## src/rtl/exe_stage_md_pkg.sv

```systemverilog
// Shared encodings for the execute stage: ALU control codes, forwarding selects
// and the mul/div sequencer state and operation types.
package exe_pkg;

  localparam int unsigned ALU_SLL   = 'h00;
  localparam int unsigned ALU_SRL   = 'h02;
  localparam int unsigned ALU_SRA   = 'h03;
  localparam int unsigned ALU_MFHI  = 'h10;
  localparam int unsigned ALU_MTHI  = 'h11;
  localparam int unsigned ALU_MFLO  = 'h12;
  localparam int unsigned ALU_MTLO  = 'h13;
  localparam int unsigned ALU_MULT  = 'h18;
  localparam int unsigned ALU_MULTU = 'h19;
  localparam int unsigned ALU_DIV   = 'h1A;
  localparam int unsigned ALU_DIVU  = 'h1B;
  localparam int unsigned ALU_ADD   = 'h20;
  localparam int unsigned ALU_SUB   = 'h22;
  localparam int unsigned ALU_AND   = 'h24;
  localparam int unsigned ALU_OR    = 'h25;
  localparam int unsigned ALU_XOR   = 'h26;
  localparam int unsigned ALU_NOR   = 'h27;
  localparam int unsigned ALU_SLT   = 'h2A;
  localparam int unsigned ALU_SLTU  = 'h2B;

  localparam logic [1:0] FWD_REG    = 2'd0;
  localparam logic [1:0] FWD_MEM    = 2'd1;
  localparam logic [1:0] FWD_EX     = 2'd2;
  localparam logic [1:0] FWD_EX_ALT = 2'd3;

  typedef enum logic [1:0] {IDLE, BUSY, DONE} md_state_t;
  typedef enum logic [1:0] {MD_MULT, MD_MULTU, MD_DIV, MD_DIVU} md_op_t;

endpackage

```

## src/rtl/exe_stage_md_if.sv

```systemverilog
// ID/EX-side inputs and EX/MEM-side outputs of the execute stage.
interface exe_stage_md_if #(
  parameter int unsigned XLEN      = 32,
  parameter int unsigned REG_BITS  = 5,
  parameter int unsigned CTRL_BITS = 6
);
  logic                 in_valid, in_ready, flush;
  logic [31:0]          instr_in, pc_in;
  logic [XLEN-1:0]      op_a_in, op_b_in, mem_fwd_data, mem_wdata_in;
  logic [1:0]           fwd_a, fwd_b;
  logic [4:0]           shamt_in;
  logic [CTRL_BITS-1:0] alu_ctrl_in;
  logic [REG_BITS-1:0]  wreg_in;
  logic                 reg_write_in, mem_read_in, mem_write_in;

  logic                 out_valid;
  logic [31:0]          instr_out, pc_out;
  logic [XLEN-1:0]      result_out, mem_wdata_out, hi_out, lo_out;
  logic [REG_BITS-1:0]  wreg_out;
  logic                 reg_write_out, mem_read_out, mem_write_out;
  logic [CTRL_BITS-1:0] alu_ctrl_out;
  logic                 md_busy;

  modport slave (
    input  in_valid, flush, instr_in, pc_in, op_a_in, op_b_in, fwd_a, fwd_b, mem_fwd_data,
           shamt_in, alu_ctrl_in, wreg_in, reg_write_in, mem_read_in, mem_write_in, mem_wdata_in,
    output in_ready, out_valid, instr_out, pc_out, result_out, wreg_out, reg_write_out,
           mem_read_out, mem_write_out, mem_wdata_out, alu_ctrl_out, hi_out, lo_out, md_busy
  );

  modport master (
    output in_valid, flush, instr_in, pc_in, op_a_in, op_b_in, fwd_a, fwd_b, mem_fwd_data,
           shamt_in, alu_ctrl_in, wreg_in, reg_write_in, mem_read_in, mem_write_in, mem_wdata_in,
    input  in_ready, out_valid, instr_out, pc_out, result_out, wreg_out, reg_write_out,
           mem_read_out, mem_write_out, mem_wdata_out, alu_ctrl_out, hi_out, lo_out, md_busy
  );
endinterface

```

## src/rtl/exe_stage_md_md_unit.sv

```systemverilog
// Iterative radix-2 multiply / restoring divide on operand magnitudes with a final sign fix.
// Occupies XLEN BUSY cycles plus one DONE cycle, during which hi/lo are valid.
module md_unit
  import exe_pkg::*;
#(
  parameter int unsigned XLEN = 32
) (
  input  logic            CLK,
  input  logic            RESET,
  input  logic            start,
  input  md_op_t          op,
  input  logic [XLEN-1:0] a,
  input  logic [XLEN-1:0] b,
  input  logic            abort,
  output logic            busy,
  output logic            done,
  output logic [XLEN-1:0] hi,
  output logic [XLEN-1:0] lo
);
  localparam int unsigned CW = $clog2(XLEN);

  md_state_t       state_q, state_d;
  md_op_t          op_q;
  logic [CW-1:0]   cnt;
  logic [XLEN-1:0] acc, q, mcand, a_q;
  logic            neg_q, neg_r, b_zero;

  logic            start_div, start_signed, a_neg, b_neg, is_div;
  logic [XLEN-1:0] mag_a, mag_b, quo, rem;
  logic [XLEN:0]   mul_sum, div_sh, div_trial;
  logic [2*XLEN-1:0] prod;

  assign start_div    = (op == MD_DIV) || (op == MD_DIVU);
  assign start_signed = (op == MD_MULT) || (op == MD_DIV);
  assign a_neg        = start_signed & a[XLEN-1];
  assign b_neg        = start_signed & b[XLEN-1];
  assign mag_a        = a_neg ? -a : a;
  assign mag_b        = b_neg ? -b : b;
  assign is_div       = (op_q == MD_DIV) || (op_q == MD_DIVU);

  // Multiply: acc:q is the shifting product, q holds the multiplier.
  // Divide: acc is the partial remainder, q shifts dividend out and quotient in.
  assign mul_sum   = {1'b0, acc} + (q[0] ? {1'b0, mcand} : '0);
  assign div_sh    = {acc, q[XLEN-1]};
  assign div_trial = div_sh - {1'b0, mcand};

  always_ff @(posedge CLK or negedge RESET) begin
    if (!RESET) begin
      state_q <= IDLE;
      op_q    <= MD_MULT;
      cnt     <= '0;
      acc     <= '0;
      q       <= '0;
      mcand   <= '0;
      a_q     <= '0;
      neg_q   <= 1'b0;
      neg_r   <= 1'b0;
      b_zero  <= 1'b0;
    end else begin
      state_q <= state_d;
      case (state_q)
        IDLE: if (start) begin
          op_q   <= op;
          a_q    <= a;
          b_zero <= (b == '0);
          neg_q  <= a_neg ^ b_neg;
          neg_r  <= a_neg;
          cnt    <= '0;
          acc    <= '0;
          q      <= start_div ? mag_a : mag_b;
          mcand  <= start_div ? mag_b : mag_a;
        end
        BUSY: begin
          cnt <= cnt + CW'(1);
          if (is_div) begin
            acc <= div_trial[XLEN] ? div_sh[XLEN-1:0] : div_trial[XLEN-1:0];
            q   <= {q[XLEN-2:0], ~div_trial[XLEN]};
          end else begin
            acc <= mul_sum[XLEN:1];
            q   <= {mul_sum[0], q[XLEN-1:1]};
          end
        end
        default: ;
      endcase
    end
  end

  always_comb begin
    state_d = state_q;
    case (state_q)
      IDLE:    if (start) state_d = BUSY;
      BUSY:    if (cnt == CW'(XLEN-1)) state_d = DONE;
      DONE:    state_d = IDLE;
      default: state_d = IDLE;
    endcase
    if (abort) state_d = IDLE;
  end

  always_comb begin
    prod = {acc, q};
    if (neg_q) prod = -prod;
    quo  = neg_q ? -q : q;
    rem  = neg_r ? -acc : acc;
    if (is_div) begin
      hi = b_zero ? a_q : rem;
      lo = b_zero ? '1  : quo;
    end else begin
      hi = prod[2*XLEN-1:XLEN];
      lo = prod[XLEN-1:0];
    end
  end

  assign busy = (state_q != IDLE);
  assign done = (state_q == DONE);

endmodule

```

## src/rtl/exe_stage_md.sv

```systemverilog
// Execute stage: operand forwarding, single-cycle ALU, HI/LO ownership and the EX/MEM register.
// Multiply/divide instructions are handed to md_unit and retire from its DONE cycle.
module exe_stage_md
  import exe_pkg::*;
#(
  parameter int unsigned XLEN      = 32,
  parameter int unsigned REG_BITS  = 5,
  parameter int unsigned CTRL_BITS = 6
) (
  input logic            CLK,
  input logic            RESET,
  exe_stage_md_if.slave  bus
);
  logic [XLEN-1:0]      op_a, op_b, alu_res, hi_q, lo_q, md_hi, md_lo;
  logic                 is_md, accept, md_start, md_done, md_retire, md_busy_w;
  logic                 is_mthi, is_mtlo;
  md_op_t               md_op;
  logic [31:0]          md_instr, md_pc;
  logic [REG_BITS-1:0]  md_wreg;
  logic                 md_rw;
  logic [CTRL_BITS-1:0] md_ctrl;

  assign bus.in_ready = !md_busy_w;
  assign bus.md_busy  = md_busy_w;
  assign bus.hi_out   = hi_q;
  assign bus.lo_out   = lo_q;
  assign accept       = bus.in_valid & bus.in_ready & !bus.flush;
  assign md_start     = accept & is_md;
  assign md_retire    = md_done & !bus.flush;

  always_comb begin
    case (bus.fwd_a)
      FWD_REG: op_a = bus.op_a_in;
      FWD_MEM: op_a = bus.mem_fwd_data;
      default: op_a = bus.result_out;
    endcase
    case (bus.fwd_b)
      FWD_REG: op_b = bus.op_b_in;
      FWD_MEM: op_b = bus.mem_fwd_data;
      default: op_b = bus.result_out;
    endcase
  end

  always_comb begin
    alu_res = '0;
    is_md   = 1'b0;
    is_mthi = 1'b0;
    is_mtlo = 1'b0;
    md_op   = MD_MULT;
    case (bus.alu_ctrl_in)
      CTRL_BITS'(ALU_ADD):   alu_res = op_a + op_b;
      CTRL_BITS'(ALU_SUB):   alu_res = op_a - op_b;
      CTRL_BITS'(ALU_AND):   alu_res = op_a & op_b;
      CTRL_BITS'(ALU_OR):    alu_res = op_a | op_b;
      CTRL_BITS'(ALU_XOR):   alu_res = op_a ^ op_b;
      CTRL_BITS'(ALU_NOR):   alu_res = ~(op_a | op_b);
      CTRL_BITS'(ALU_SLT):   alu_res = XLEN'($signed(op_a) < $signed(op_b));
      CTRL_BITS'(ALU_SLTU):  alu_res = XLEN'(op_a < op_b);
      CTRL_BITS'(ALU_SLL):   alu_res = op_b << bus.shamt_in;
      CTRL_BITS'(ALU_SRL):   alu_res = op_b >> bus.shamt_in;
      CTRL_BITS'(ALU_SRA):   alu_res = $signed(op_b) >>> bus.shamt_in;
      CTRL_BITS'(ALU_MFHI):  alu_res = hi_q;
      CTRL_BITS'(ALU_MFLO):  alu_res = lo_q;
      CTRL_BITS'(ALU_MTHI):  begin alu_res = op_a; is_mthi = 1'b1; end
      CTRL_BITS'(ALU_MTLO):  begin alu_res = op_a; is_mtlo = 1'b1; end
      CTRL_BITS'(ALU_MULT):  begin is_md = 1'b1; md_op = MD_MULT;  end
      CTRL_BITS'(ALU_MULTU): begin is_md = 1'b1; md_op = MD_MULTU; end
      CTRL_BITS'(ALU_DIV):   begin is_md = 1'b1; md_op = MD_DIV;   end
      CTRL_BITS'(ALU_DIVU):  begin is_md = 1'b1; md_op = MD_DIVU;  end
      default: ;
    endcase
  end

  md_unit #(.XLEN(XLEN)) u_md (
    .CLK   (CLK),
    .RESET (RESET),
    .start (md_start),
    .op    (md_op),
    .a     (op_a),
    .b     (op_b),
    .abort (bus.flush),
    .busy  (md_busy_w),
    .done  (md_done),
    .hi    (md_hi),
    .lo    (md_lo)
  );

  always_ff @(posedge CLK or negedge RESET) begin
    if (!RESET) begin
      hi_q <= '0;
      lo_q <= '0;
    end else if (md_retire) begin
      hi_q <= md_hi;
      lo_q <= md_lo;
    end else if (accept) begin
      if (is_mthi) hi_q <= op_a;
      if (is_mtlo) lo_q <= op_a;
    end
  end

  // Mul/div instructions are parked here until DONE, since EX/MEM carries bubbles meanwhile.
  always_ff @(posedge CLK or negedge RESET) begin
    if (!RESET) begin
      md_instr <= '0;
      md_pc    <= '0;
      md_wreg  <= '0;
      md_rw    <= 1'b0;
      md_ctrl  <= '0;
    end else if (md_start) begin
      md_instr <= bus.instr_in;
      md_pc    <= bus.pc_in;
      md_wreg  <= bus.wreg_in;
      md_rw    <= bus.reg_write_in;
      md_ctrl  <= bus.alu_ctrl_in;
    end
  end

  always_ff @(posedge CLK or negedge RESET) begin
    if (!RESET) begin
      bus.out_valid     <= 1'b0;
      bus.instr_out     <= '0;
      bus.pc_out        <= '0;
      bus.result_out    <= '0;
      bus.wreg_out      <= '0;
      bus.reg_write_out <= 1'b0;
      bus.mem_read_out  <= 1'b0;
      bus.mem_write_out <= 1'b0;
      bus.mem_wdata_out <= '0;
      bus.alu_ctrl_out  <= '0;
    end else if (accept && !is_md) begin
      bus.out_valid     <= 1'b1;
      bus.instr_out     <= bus.instr_in;
      bus.pc_out        <= bus.pc_in;
      bus.result_out    <= alu_res;
      bus.wreg_out      <= bus.wreg_in;
      bus.reg_write_out <= bus.reg_write_in;
      bus.mem_read_out  <= bus.mem_read_in;
      bus.mem_write_out <= bus.mem_write_in;
      bus.mem_wdata_out <= bus.mem_wdata_in;
      bus.alu_ctrl_out  <= bus.alu_ctrl_in;
    end else if (md_retire) begin
      bus.out_valid     <= 1'b1;
      bus.instr_out     <= md_instr;
      bus.pc_out        <= md_pc;
      bus.wreg_out      <= md_wreg;
      bus.reg_write_out <= md_rw;
      bus.mem_read_out  <= 1'b0;
      bus.mem_write_out <= 1'b0;
      bus.alu_ctrl_out  <= md_ctrl;
    end else begin
      bus.out_valid     <= 1'b0;
      bus.instr_out     <= '0;
      bus.reg_write_out <= 1'b0;
      bus.mem_read_out  <= 1'b0;
      bus.mem_write_out <= 1'b0;
    end
  end

endmodule

```

## src/flat_wrapper.sv

```systemverilog
// flat-port wrapper written by rule: the top's interface ports become plain ports
module exe_stage_md_flat import exe_pkg::*;
#(
  parameter int unsigned XLEN      = 32,
  parameter int unsigned REG_BITS  = 5,
  parameter int unsigned CTRL_BITS = 6
)
  (CLK, RESET, bus_in_valid, bus_flush, bus_instr_in, bus_pc_in, bus_op_a_in, bus_op_b_in, bus_fwd_a, bus_fwd_b, bus_mem_fwd_data, bus_shamt_in, bus_alu_ctrl_in, bus_wreg_in, bus_reg_write_in, bus_mem_read_in, bus_mem_write_in, bus_mem_wdata_in, bus_in_ready, bus_out_valid, bus_instr_out, bus_pc_out, bus_result_out, bus_wreg_out, bus_reg_write_out, bus_mem_read_out, bus_mem_write_out, bus_mem_wdata_out, bus_alu_ctrl_out, bus_hi_out, bus_lo_out, bus_md_busy);
  exe_stage_md_if #(.XLEN(XLEN), .REG_BITS(REG_BITS), .CTRL_BITS(CTRL_BITS)) bus_i ();
  input logic CLK;
  input logic RESET;
  input wire logic [$bits(bus_i.in_valid)-1:0] bus_in_valid;
  input wire logic [$bits(bus_i.flush)-1:0] bus_flush;
  input wire logic [$bits(bus_i.instr_in)-1:0] bus_instr_in;
  input wire logic [$bits(bus_i.pc_in)-1:0] bus_pc_in;
  input wire logic [$bits(bus_i.op_a_in)-1:0] bus_op_a_in;
  input wire logic [$bits(bus_i.op_b_in)-1:0] bus_op_b_in;
  input wire logic [$bits(bus_i.fwd_a)-1:0] bus_fwd_a;
  input wire logic [$bits(bus_i.fwd_b)-1:0] bus_fwd_b;
  input wire logic [$bits(bus_i.mem_fwd_data)-1:0] bus_mem_fwd_data;
  input wire logic [$bits(bus_i.shamt_in)-1:0] bus_shamt_in;
  input wire logic [$bits(bus_i.alu_ctrl_in)-1:0] bus_alu_ctrl_in;
  input wire logic [$bits(bus_i.wreg_in)-1:0] bus_wreg_in;
  input wire logic [$bits(bus_i.reg_write_in)-1:0] bus_reg_write_in;
  input wire logic [$bits(bus_i.mem_read_in)-1:0] bus_mem_read_in;
  input wire logic [$bits(bus_i.mem_write_in)-1:0] bus_mem_write_in;
  input wire logic [$bits(bus_i.mem_wdata_in)-1:0] bus_mem_wdata_in;
  output wire logic [$bits(bus_i.in_ready)-1:0] bus_in_ready;
  output wire logic [$bits(bus_i.out_valid)-1:0] bus_out_valid;
  output wire logic [$bits(bus_i.instr_out)-1:0] bus_instr_out;
  output wire logic [$bits(bus_i.pc_out)-1:0] bus_pc_out;
  output wire logic [$bits(bus_i.result_out)-1:0] bus_result_out;
  output wire logic [$bits(bus_i.wreg_out)-1:0] bus_wreg_out;
  output wire logic [$bits(bus_i.reg_write_out)-1:0] bus_reg_write_out;
  output wire logic [$bits(bus_i.mem_read_out)-1:0] bus_mem_read_out;
  output wire logic [$bits(bus_i.mem_write_out)-1:0] bus_mem_write_out;
  output wire logic [$bits(bus_i.mem_wdata_out)-1:0] bus_mem_wdata_out;
  output wire logic [$bits(bus_i.alu_ctrl_out)-1:0] bus_alu_ctrl_out;
  output wire logic [$bits(bus_i.hi_out)-1:0] bus_hi_out;
  output wire logic [$bits(bus_i.lo_out)-1:0] bus_lo_out;
  output wire logic [$bits(bus_i.md_busy)-1:0] bus_md_busy;
  assign bus_i.in_valid = bus_in_valid;
  assign bus_i.flush = bus_flush;
  assign bus_i.instr_in = bus_instr_in;
  assign bus_i.pc_in = bus_pc_in;
  assign bus_i.op_a_in = bus_op_a_in;
  assign bus_i.op_b_in = bus_op_b_in;
  assign bus_i.fwd_a = bus_fwd_a;
  assign bus_i.fwd_b = bus_fwd_b;
  assign bus_i.mem_fwd_data = bus_mem_fwd_data;
  assign bus_i.shamt_in = bus_shamt_in;
  assign bus_i.alu_ctrl_in = bus_alu_ctrl_in;
  assign bus_i.wreg_in = bus_wreg_in;
  assign bus_i.reg_write_in = bus_reg_write_in;
  assign bus_i.mem_read_in = bus_mem_read_in;
  assign bus_i.mem_write_in = bus_mem_write_in;
  assign bus_i.mem_wdata_in = bus_mem_wdata_in;
  assign bus_in_ready = bus_i.in_ready;
  assign bus_out_valid = bus_i.out_valid;
  assign bus_instr_out = bus_i.instr_out;
  assign bus_pc_out = bus_i.pc_out;
  assign bus_result_out = bus_i.result_out;
  assign bus_wreg_out = bus_i.wreg_out;
  assign bus_reg_write_out = bus_i.reg_write_out;
  assign bus_mem_read_out = bus_i.mem_read_out;
  assign bus_mem_write_out = bus_i.mem_write_out;
  assign bus_mem_wdata_out = bus_i.mem_wdata_out;
  assign bus_alu_ctrl_out = bus_i.alu_ctrl_out;
  assign bus_hi_out = bus_i.hi_out;
  assign bus_lo_out = bus_i.lo_out;
  assign bus_md_busy = bus_i.md_busy;
  exe_stage_md #(.XLEN(XLEN), .REG_BITS(REG_BITS), .CTRL_BITS(CTRL_BITS)) u_core (.CLK(CLK), .RESET(RESET), .bus(bus_i));
endmodule
```

## config.mk

```make
export PLATFORM = sky130hd
export DESIGN_NAME = exe_stage_md_flat
export DESIGN_NICKNAME = d
export VERILOG_FILES = /design/src/rtl/exe_stage_md_pkg.sv /design/src/rtl/exe_stage_md_if.sv /design/src/rtl/exe_stage_md_md_unit.sv /design/src/rtl/exe_stage_md.sv /design/src/flat_wrapper.sv
export SDC_FILE = /design/constraint.sdc
export NUM_CORES = 2
export LEC_CHECK = 0
export CAP_MARGIN = 20
export CORE_ASPECT_RATIO = 1.5
export CORE_MARGIN = 1.5
export CORE_UTILIZATION = 31
export DETAILED_ROUTE_END_ITERATION = 10
export GPL_ROUTABILITY_DRIVEN = 0
export SLEW_MARGIN = 20
export SYNTH_ARGS = -nofsm -noshare
export SYNTH_HDL_FRONTEND = slang
export SYNTH_SLANG_ARGS = --single-unit
```

## constraint.sdc

```tcl
create_clock -name CLK -period 9.5 [get_ports CLK]
set_clock_uncertainty 0.05 [all_clocks]
set_input_delay 1.9 -clock CLK [delete_from_list [all_inputs] [get_ports CLK]]
set_output_delay 1.9 -clock CLK [all_outputs]
set_load 0.01 [all_outputs]
```

Word level (Yosys, flattened, before mapping)
Index checks and enable logic that the tools add are counted.

word-level totals
  bits in registers = 423

cells by class
  $add $sub $neg = 10
  $lt $le $gt $ge = 2
  equal/unequal tests = 30
  shift operators = 3
  multiplexer cells = 52
  bitwise gates (word level) = 12
  reduce and logical (&&, ||, !) cells = 26

operator list
  operator              count
  $mux W32              26
  $pmux W32 S14         1
  $pmux W32 S2          4
  $neg A32 Y32          4
  $lt A32 B32 Y1        2
  $mux W64              1
  $neg A64 Y64          1
  $eq A6 B5 Y1 const B  8
  $eq A6 B6 Y1 const B  8
  $add A32 B32 Y33      1
  $sub A33 B32 Y33      1
  $add A32 B32 Y32      1
  $and A32 B32 Y32      1
  $logic_not A32 Y1     1
  $not A32 Y32          1
  $or A32 B32 Y32       1
  $shl A32 B5 Y32       1
  $shr A32 B5 Y32       1
  $sshr A32 B5 Y32      1
  $sub A32 B32 Y32      1
  $xor A32 B32 Y32      1
  $mux W5               3
  $eq A6 B2 Y1 const B  2
  $mux W6               2
  other kinds (24)      61

Depth between registers and ports, before layout
  depth after elaboration = 9
  depth in mapped cells = 20
  gate-level depth less buffers = 16

By module
A second synthesis with hierarchy kept.

second synthesis, totals
  cells, all modules = 4971
  area total of the unflattened synthesis = 37519.7 um2

by module, submodules not included
  module        times used  cells an instance  area an instance (um2)  seq. area each (um2)
  exe_stage_md  1           3050               23386.2                 7081.8
  md_unit       1           1921               14133.6                 3478.3

Least setup slack after synthesis
No wires, ideal clock.

  kind = input to register
  from = in bus_fwd_a[0]
  to = reg u_core.bus.result_out[22]
  setup time = 0.140 ns
  data arrival time = 5.743 ns
  setup slack = 3.567 ns
  stages on the path = 18
  path buffers = 4
  cells stage by stage = buf_4 > buf_4 > buf_4 > buf_2 > mux2i_1 > o21ai_1 > inv_1 > fa_1 > or2_2 > a221oi_1 > o211ai_1 > o311ai_1 > nor2_1 > o31ai_1 > a21boi_0 > a221o_1 > o21ai_0 > a31oi_1

between the ends
  elaborated cells between the ends (all ways) = 10
  classes of those cells = add/sub (2); eq/ne (1); mux (2); bitwise (4); reduce/logical (1)

RTL lines
  element                                               line                                    text
  from (decl)                                           flat_wrapper.sv:18                      input wire logic [$bits(bus_i.fwd_a)-1:0] bus_fwd_a;
  $eq A2 B1 Y1 or $logic_not A2 Y1 (tied branches)      exe_stage_md.sv:32                      case (bus.fwd_a)
  $pmux W32 S2 *                                        exe_stage_md.sv:32
  via u_core.op_a[1]                                    exe_stage_md.sv:14                      logic [XLEN-1:0] op_a, op_b, alu_res, hi_q, lo_q, md_hi, md_lo;
  $sub A32 B32 Y32 or $add A32 B32 Y32 (tied branches)  exe_stage_md.sv:52, exe_stage_md.sv:51
  $pmux W32 S14 *                                       exe_stage_md.sv:50                      case (bus.alu_ctrl_in)
  to (signal assigned)                                  exe_stage_md.sv:134                     bus.result_out <= alu_res;
  to (decl)                                             exe_stage_md_if.sv:27                   output in_ready, out_valid, instr_out, pc_out, result_out, wreg_out, reg_write_out,

Mark *: on every way through the listed nets, which the timed path passes. The rest lies on a longest branch.
A chain may end at the register's enable or synchronous reset.

Worst setup path after layout
  from = in bus_fwd_b[0]
  to = reg u_core.bus.result_out[29]

between the ends
  cells in the longest elaborated chain, start to end = 5
  elaborated cells between the ends (all ways) = 13
  classes of those cells = add/sub (2); eq/ne (1); shift (3); mux (2); bitwise (4); reduce/logical (1)

ends and longest elaborated chain
  element                                                                   line                text
  from (decl)                                                               flat_wrapper.sv:19  input wire logic [$bits(bus_i.fwd_b)-1:0] bus_fwd_b;
  $eq A2 B1 Y1 or $logic_not A2 Y1 (tied branches)                          exe_stage_md.sv:37  case (bus.fwd_b)
  $pmux W32 S2 *                                                            exe_stage_md.sv:37
  parallel branches: the longest is 2 deep, another holds $sub A32 B32 Y32  n/a
  $pmux W32 S14 *                                                           exe_stage_md.sv:50

Every way passes the cells marked *.

==> results.env <==
POST-CTS-SETUP-BUFFER-COUNT=0
STATUS='completed'
SYN_INST=4531
ROUTED_VIA_DENSITY=5.95
CAP_VIOL_MAX_COUNT=0
TRITONCTS.NUM_BUFFERS=44
CLOCK_INSERTION_DELAY_WORST_SKEW_NS=0.65
POWER_DENSITY_nW_PER_UM2=218
GLOBAL_ROUTE_WIRE_LENGTH_BEFORE_REPAIR_UM=236000
RR_ENDPOINT='u_core.bus.result_out[24]$_DFFE_PN0P_'
WORSTPATHREQUIRED_NS=10.00
TOTAL_NEG_SETUP_SLACK_NS=0
SHARE_OF_POST_ROUTE_CELLS_WITH_DRIVE_STRENGTH_ABOVE_1_PCT=7.77
FINAL-MAX-SLEW-VIOLATION-COUNT=0
SEQUENTIALPOWERSHARE_PCT=28.1
TIMING.FMAX_MHz=144
WORST_SETUP_PATH_START_KIND='primary input'
PEAK_SUPPLY_DROP_uV=124
PLACEMENTROWS=153
CTS.SINK_COUNT=422
GLOBAL_ROUTE.OVERFLOW_TOTAL=0
RSZ0062_AT_GRT='false'
DETAILROUTE.VIA_COUNT=37700
GRT_PASS1_VIAS=36000
CP_CELL_SEQUENCE='buf_2 -> buf_4 -> mux2_2 -> mux2i_1 -> inv_1 -> ha_1 -> a21oi_1 -> o21ai_0 -> a41o_1 -> a311oi_1 -> o31ai_1 -> or2_2 -> a31oi_1 -> o21ai_0 -> a311o_1 -> o211ai_1'
CRITICALPATHCATEGORY='primary input to flip-flop'
FIN_CRIT_NS=6.94
DP_SLACK_NS=2.11
CTS_TREE='done'
DP.FINAL_HPWL_UM=121000
GRT_START_MAX_NET_PINS=171
SYNTH_NETS=4921
SYNTH-ASYNC-RESET-RATIO_PCT=100
POWER.STATIC_LEAKAGE_nW=18.3
SYNTH-MAIN-FF-CELL='sky130_fd_sc_hd__dfrtp_1'
POWER.CLOCK.FRACTION_PCT=20.4
CTS.HTREE.LEVELS=2
DETAIL_ROUTE.WIRELENGTH_UM=161000
CORE-AREA_UM2=116000
SWITCHINGPOWER_W=0.00427
POST-ROUTE-PERIOD-UTIL_PCT=73.1
SETUP.REG_TO_REG.WORST_SLACK_NS=4.41
LAYOUT.AREA.SEQ_UM2=10600
PATH_COMMON_CELL='sky130_fd_sc_hd__o21ai_0'
WORST_SETUP_HOLD_PATH_CLK_SLEW_NS=0.07
REPORT.FINAL.SETUP_VIOL=0
CRIT_PATH_START='bus_fwd_b[0]'
DRT_PASS1_ITERATIONS=10
YOSYS_WARNINGS=0
TOP_LEVEL_PORTS=428
POWER_REPORT.INTERNAL_TOTAL_W=0.00527
SYN2LAYOUT_AREA_GROWTH_PCT=20.0
CP-ENDPOINT='u_core.bus.result_out[29]$_DFFE_PN0P_'
TIMING.HOLD.WORST.CLASS='flip-flop to flip-flop'
MULTIINPUTGATEAREA_UM2=23900
R2R.WORST_PATH.CELLS=16
CRIT-REG2REG-LAUNCH='u_core.bus.result_out[0]$_DFFE_PN0P_'
TIMING.CRITICAL_PATH.FANOUT_MAX=25
FLOORPLAN.INITIALDENSITY_PCT=31.3
FILL_CELLS=11900
SYNTH.FF_LATCH_COUNT=422
SETUP_WS_NS=2.56
SWSHARE_PCT=44.8
POST-ROUTE-DRC-COUNT=0
WORST_SLEW_MARGIN_REL_PCT=20.9
ANTENNA_FOUND_INITIAL=9
YOSYS.CELL_TYPES.COUNT=96
TIMING.CRITICAL_PATH.SLOWEST_STAGE_CELL='sky130_fd_sc_hd__mux2i_1'
DRT-WIRELENGTH-PER-CELL_UM=25.4
BIGGEST_CELL_DELAY_ALONG_THE_CRITICAL_PATH_NS=0.62
TRACK_USAGE_PCT=26.1
POST_SYNTH_INSTANCE_AREA_UM2=36400
CLK_PATH_BUF_DEPTH=3
MEASURED_SLEW_AT_THE_WORST_SLEW_CHECK_PIN_NS=1.17
HOLDBUFCOUNTCTS=0
YS_SEQ_AREA_SHARE_PCT=29.0
FINAL_NET_COUNT=5142
PLACE.PORT_BUFFERS=427
CTS_RESIZED=0
ANT_NETS=0
FLOORPLAN.DIE.HEIGHT_UM=423
FINAL_HOLD_VIOL_COUNT=0
POWER_FRAC_COMB_PCT=51.5
CLOCK-ROOT-BUFFER='sky130_fd_sc_hd__clkbuf_16'
DIE-WIDTH_UM=283
DIEAREA_UM2=120000
DETAILED_ROUTER_S_FIRST_ITERATION_VIOLATION_COUNT=4464
WORST_SETUP_PATH_END_KIND='flip-flop'
NUMBER_OF_ENABLE_TYPE_REGISTER_CELLS_IN_THE_SYNTHESIZED_NETLIST=0
POSTSYNTHAREAPERCELL_UM2=8.04
TIMING.CRITICAL_PATH.ARRIVAL_NS=7.44
==> cells by family after synthesis <==
family	Yosys count	synth area share, %
and+or+nand+nor	1455	17.5
AOI/OAI and AO/OA	1414	25.6
buffers and inverters	529	5.67
DFF	422	29.0
muxes	318	11.0
xor gates and xnor gates	222	5.34
adders and majority gates	171	5.96
==> state kept, by name, summed over array words and instances (netlist names), 6 cells and up <==
register and count:
u_core.u_md.mcand 32, u_core.bus.instr_out 32, u_core.md_instr 32, u_core.bus.hi_out 32, u_core.u_md.acc 32, u_core.u_md.a_q 32, u_core.bus.result_out 32, u_core.md_pc 32
u_core.md_ctrl 6, u_core.bus.alu_ctrl_out 6, u_core.bus.lo_out 32, u_core.bus.mem_wdata_out 32, u_core.u_md.q 32, u_core.bus.pc_out 32
==> per-stage QoR <==
stage	total power (W)	util, %	std cells	hold slack, ns	instance area, um^2
3_5_place_dp	0.00746	36.2	6256	0.407	42100
3_3_place_gp	0.00741	36.2	6255	0.399	42100
2_1_floorplan	0.00592	-	4531	0.386	36400
4_1_cts	0.00946	37.6	6337	0.423	43700
5_1_grt	0.0101	37.6	6344	0.437	43700
6_report	0.00954	37.6	6345	0.422	43700
==> layout make-up <==
cell class | instances | area share, %
diodes | 8 | 0.0458
clock buffers | 52 | 2.70
clock inverters | 29 | 0.933
inverters | 167 | 1.43
multi-input cells | 3580 | 54.7
flip-flops and latches | 422 | 24.2
well taps | 1550 | 4.44
repair buffers | 537 | 11.6
==> how the worst min path moves through the flow <==
stage | start | to | slack [ns] | cells past startpoint
floorplan | u_core.md_ctrl[3]$_DFFE_PN0P_ | u_core.md_ctrl[3]$_DFFE_PN0P_ | 0.39 | 1
global placement | u_core.md_ctrl[4]$_DFFE_PN0P_ | u_core.md_ctrl[4]$_DFFE_PN0P_ | 0.40 | 1
detailed placement | u_core.md_ctrl[4]$_DFFE_PN0P_ | u_core.md_ctrl[4]$_DFFE_PN0P_ | 0.41 | 1
CTS | u_core.md_ctrl[4]$_DFFE_PN0P_ | u_core.md_ctrl[4]$_DFFE_PN0P_ | 0.42 | 1
global route | u_core.bus.mem_wdata_out[5]$_DFFE_PN0P_ | u_core.bus.mem_wdata_out[5]$_DFFE_PN0P_ | 0.44 | 2
finish | u_core.md_ctrl[3]$_DFFE_PN0P_ | u_core.md_ctrl[3]$_DFFE_PN0P_ | 0.42 | 1
==> critical path, delay by kind of cell <==
kind | cells | cell delay [ns]
adder cells (fa/ha/maj) | 1 | 0.52
buffers and inverters | 3 | 1.04
AO/OA/AOI/OAI | 9 | 2.58
multiplexers | 2 | 1.04
AND/OR/NAND/NOR | 1 | 0.34
==> placed cells by master, fill, tap and decap left out, types with 17 or more instances in the layout <==
cell                                n
sky130_fd_sc_hd__nor2_1           318
sky130_fd_sc_hd__mux4_2            61
sky130_fd_sc_hd__inv_1            154
sky130_fd_sc_hd__o31ai_1           39
sky130_fd_sc_hd__o22ai_1           31
sky130_fd_sc_hd__mux2i_1          217
sky130_fd_sc_hd__and2_1            20
sky130_fd_sc_hd__nand3_1           66
sky130_fd_sc_hd__o21ai_1           59
sky130_fd_sc_hd__nand2b_1          31
sky130_fd_sc_hd__a22oi_1           80
sky130_fd_sc_hd__dfrtp_1          419
sky130_fd_sc_hd__nand2_1          757
sky130_fd_sc_hd__and3_1            19
sky130_fd_sc_hd__or2_2             19
sky130_fd_sc_hd__a221o_1           44
sky130_fd_sc_hd__nor2b_1           17
sky130_fd_sc_hd__nor4_1            20
sky130_fd_sc_hd__o21ai_0          303
sky130_fd_sc_hd__a222oi_1          18
sky130_fd_sc_hd__xnor2_1          158
sky130_fd_sc_hd__a22o_1            38
sky130_fd_sc_hd__mux2_2            35
sky130_fd_sc_hd__a221oi_1          24
sky130_fd_sc_hd__a21o_1            52
sky130_fd_sc_hd__a211oi_1          75
sky130_fd_sc_hd__ha_1             167
sky130_fd_sc_hd__clkbuf_16         44
sky130_fd_sc_hd__buf_4            110
sky130_fd_sc_hd__nand4_1           19
sky130_fd_sc_hd__clkdlybuf4s50_1  416
sky130_fd_sc_hd__o211ai_1          85
sky130_fd_sc_hd__a31oi_1           54
sky130_fd_sc_hd__nor3_1            62
sky130_fd_sc_hd__o221ai_1          28
sky130_fd_sc_hd__or3_1             35
sky130_fd_sc_hd__a21oi_1          316
sky130_fd_sc_hd__xor2_1            62
==> power by group through the flow <==
| stage | clock (W) | combinational, W | sequential (W) |
|---|---|---|---|
| 2_1_floorplan | 0 | 0.00345 | 0.00247 |
| 3_3_place_gp | 0 | 0.00473 | 0.00269 |
| 3_5_place_dp | 0 | 0.00477 | 0.00269 |
| 4_1_cts | 0.00200 | 0.00480 | 0.00266 |
| 5_1_grt | 0.00205 | 0.00536 | 0.00272 |
| 6_report | 0.00195 | 0.00491 | 0.00268 |
==> cells in the mapped netlist, drive strengths merged, types with 41 or more instances <==
library cell,instances,share of area (%)
inv,163,1.7
o211ai,85,1.8
nor3,67,0.93
a21oi,316,4.3
o31ai,41,0.87
a22oi,80,1.6
a221o,44,1.2
buf,64,0.88
xnor2,160,3.8
o21ai,362,5.0
ha,167,5.7
nor2,325,3.3
a31oi,54,0.93
clkbuf,298,3.1
nand2,758,7.8
a21o,52,1.1
mux2i,219,6.0
a211oi,75,1.5
dfrtp,422,29
mux4,61,3.8
xor2,62,1.5
nand3,67,0.92
==> per-layer routing <==
| metal | vias up | global-route usage, % | wire (um) | part of all wire [%] |
|---|---|---|---|---|
| li1 | 16900 | - | - | - |
| met1 | 18100 | 30.0 | 57600 | 36 |
| met2 | 2178 | 43.2 | 75700 | 47 |
| met3 | 608 | 5.71 | 15200 | 9.4 |
| met4 | 2 | 17.2 | 12400 | 7.7 |
| met5 | - | 0 | 12 | 0.0075 |
(Power assumes the default switching activity.)
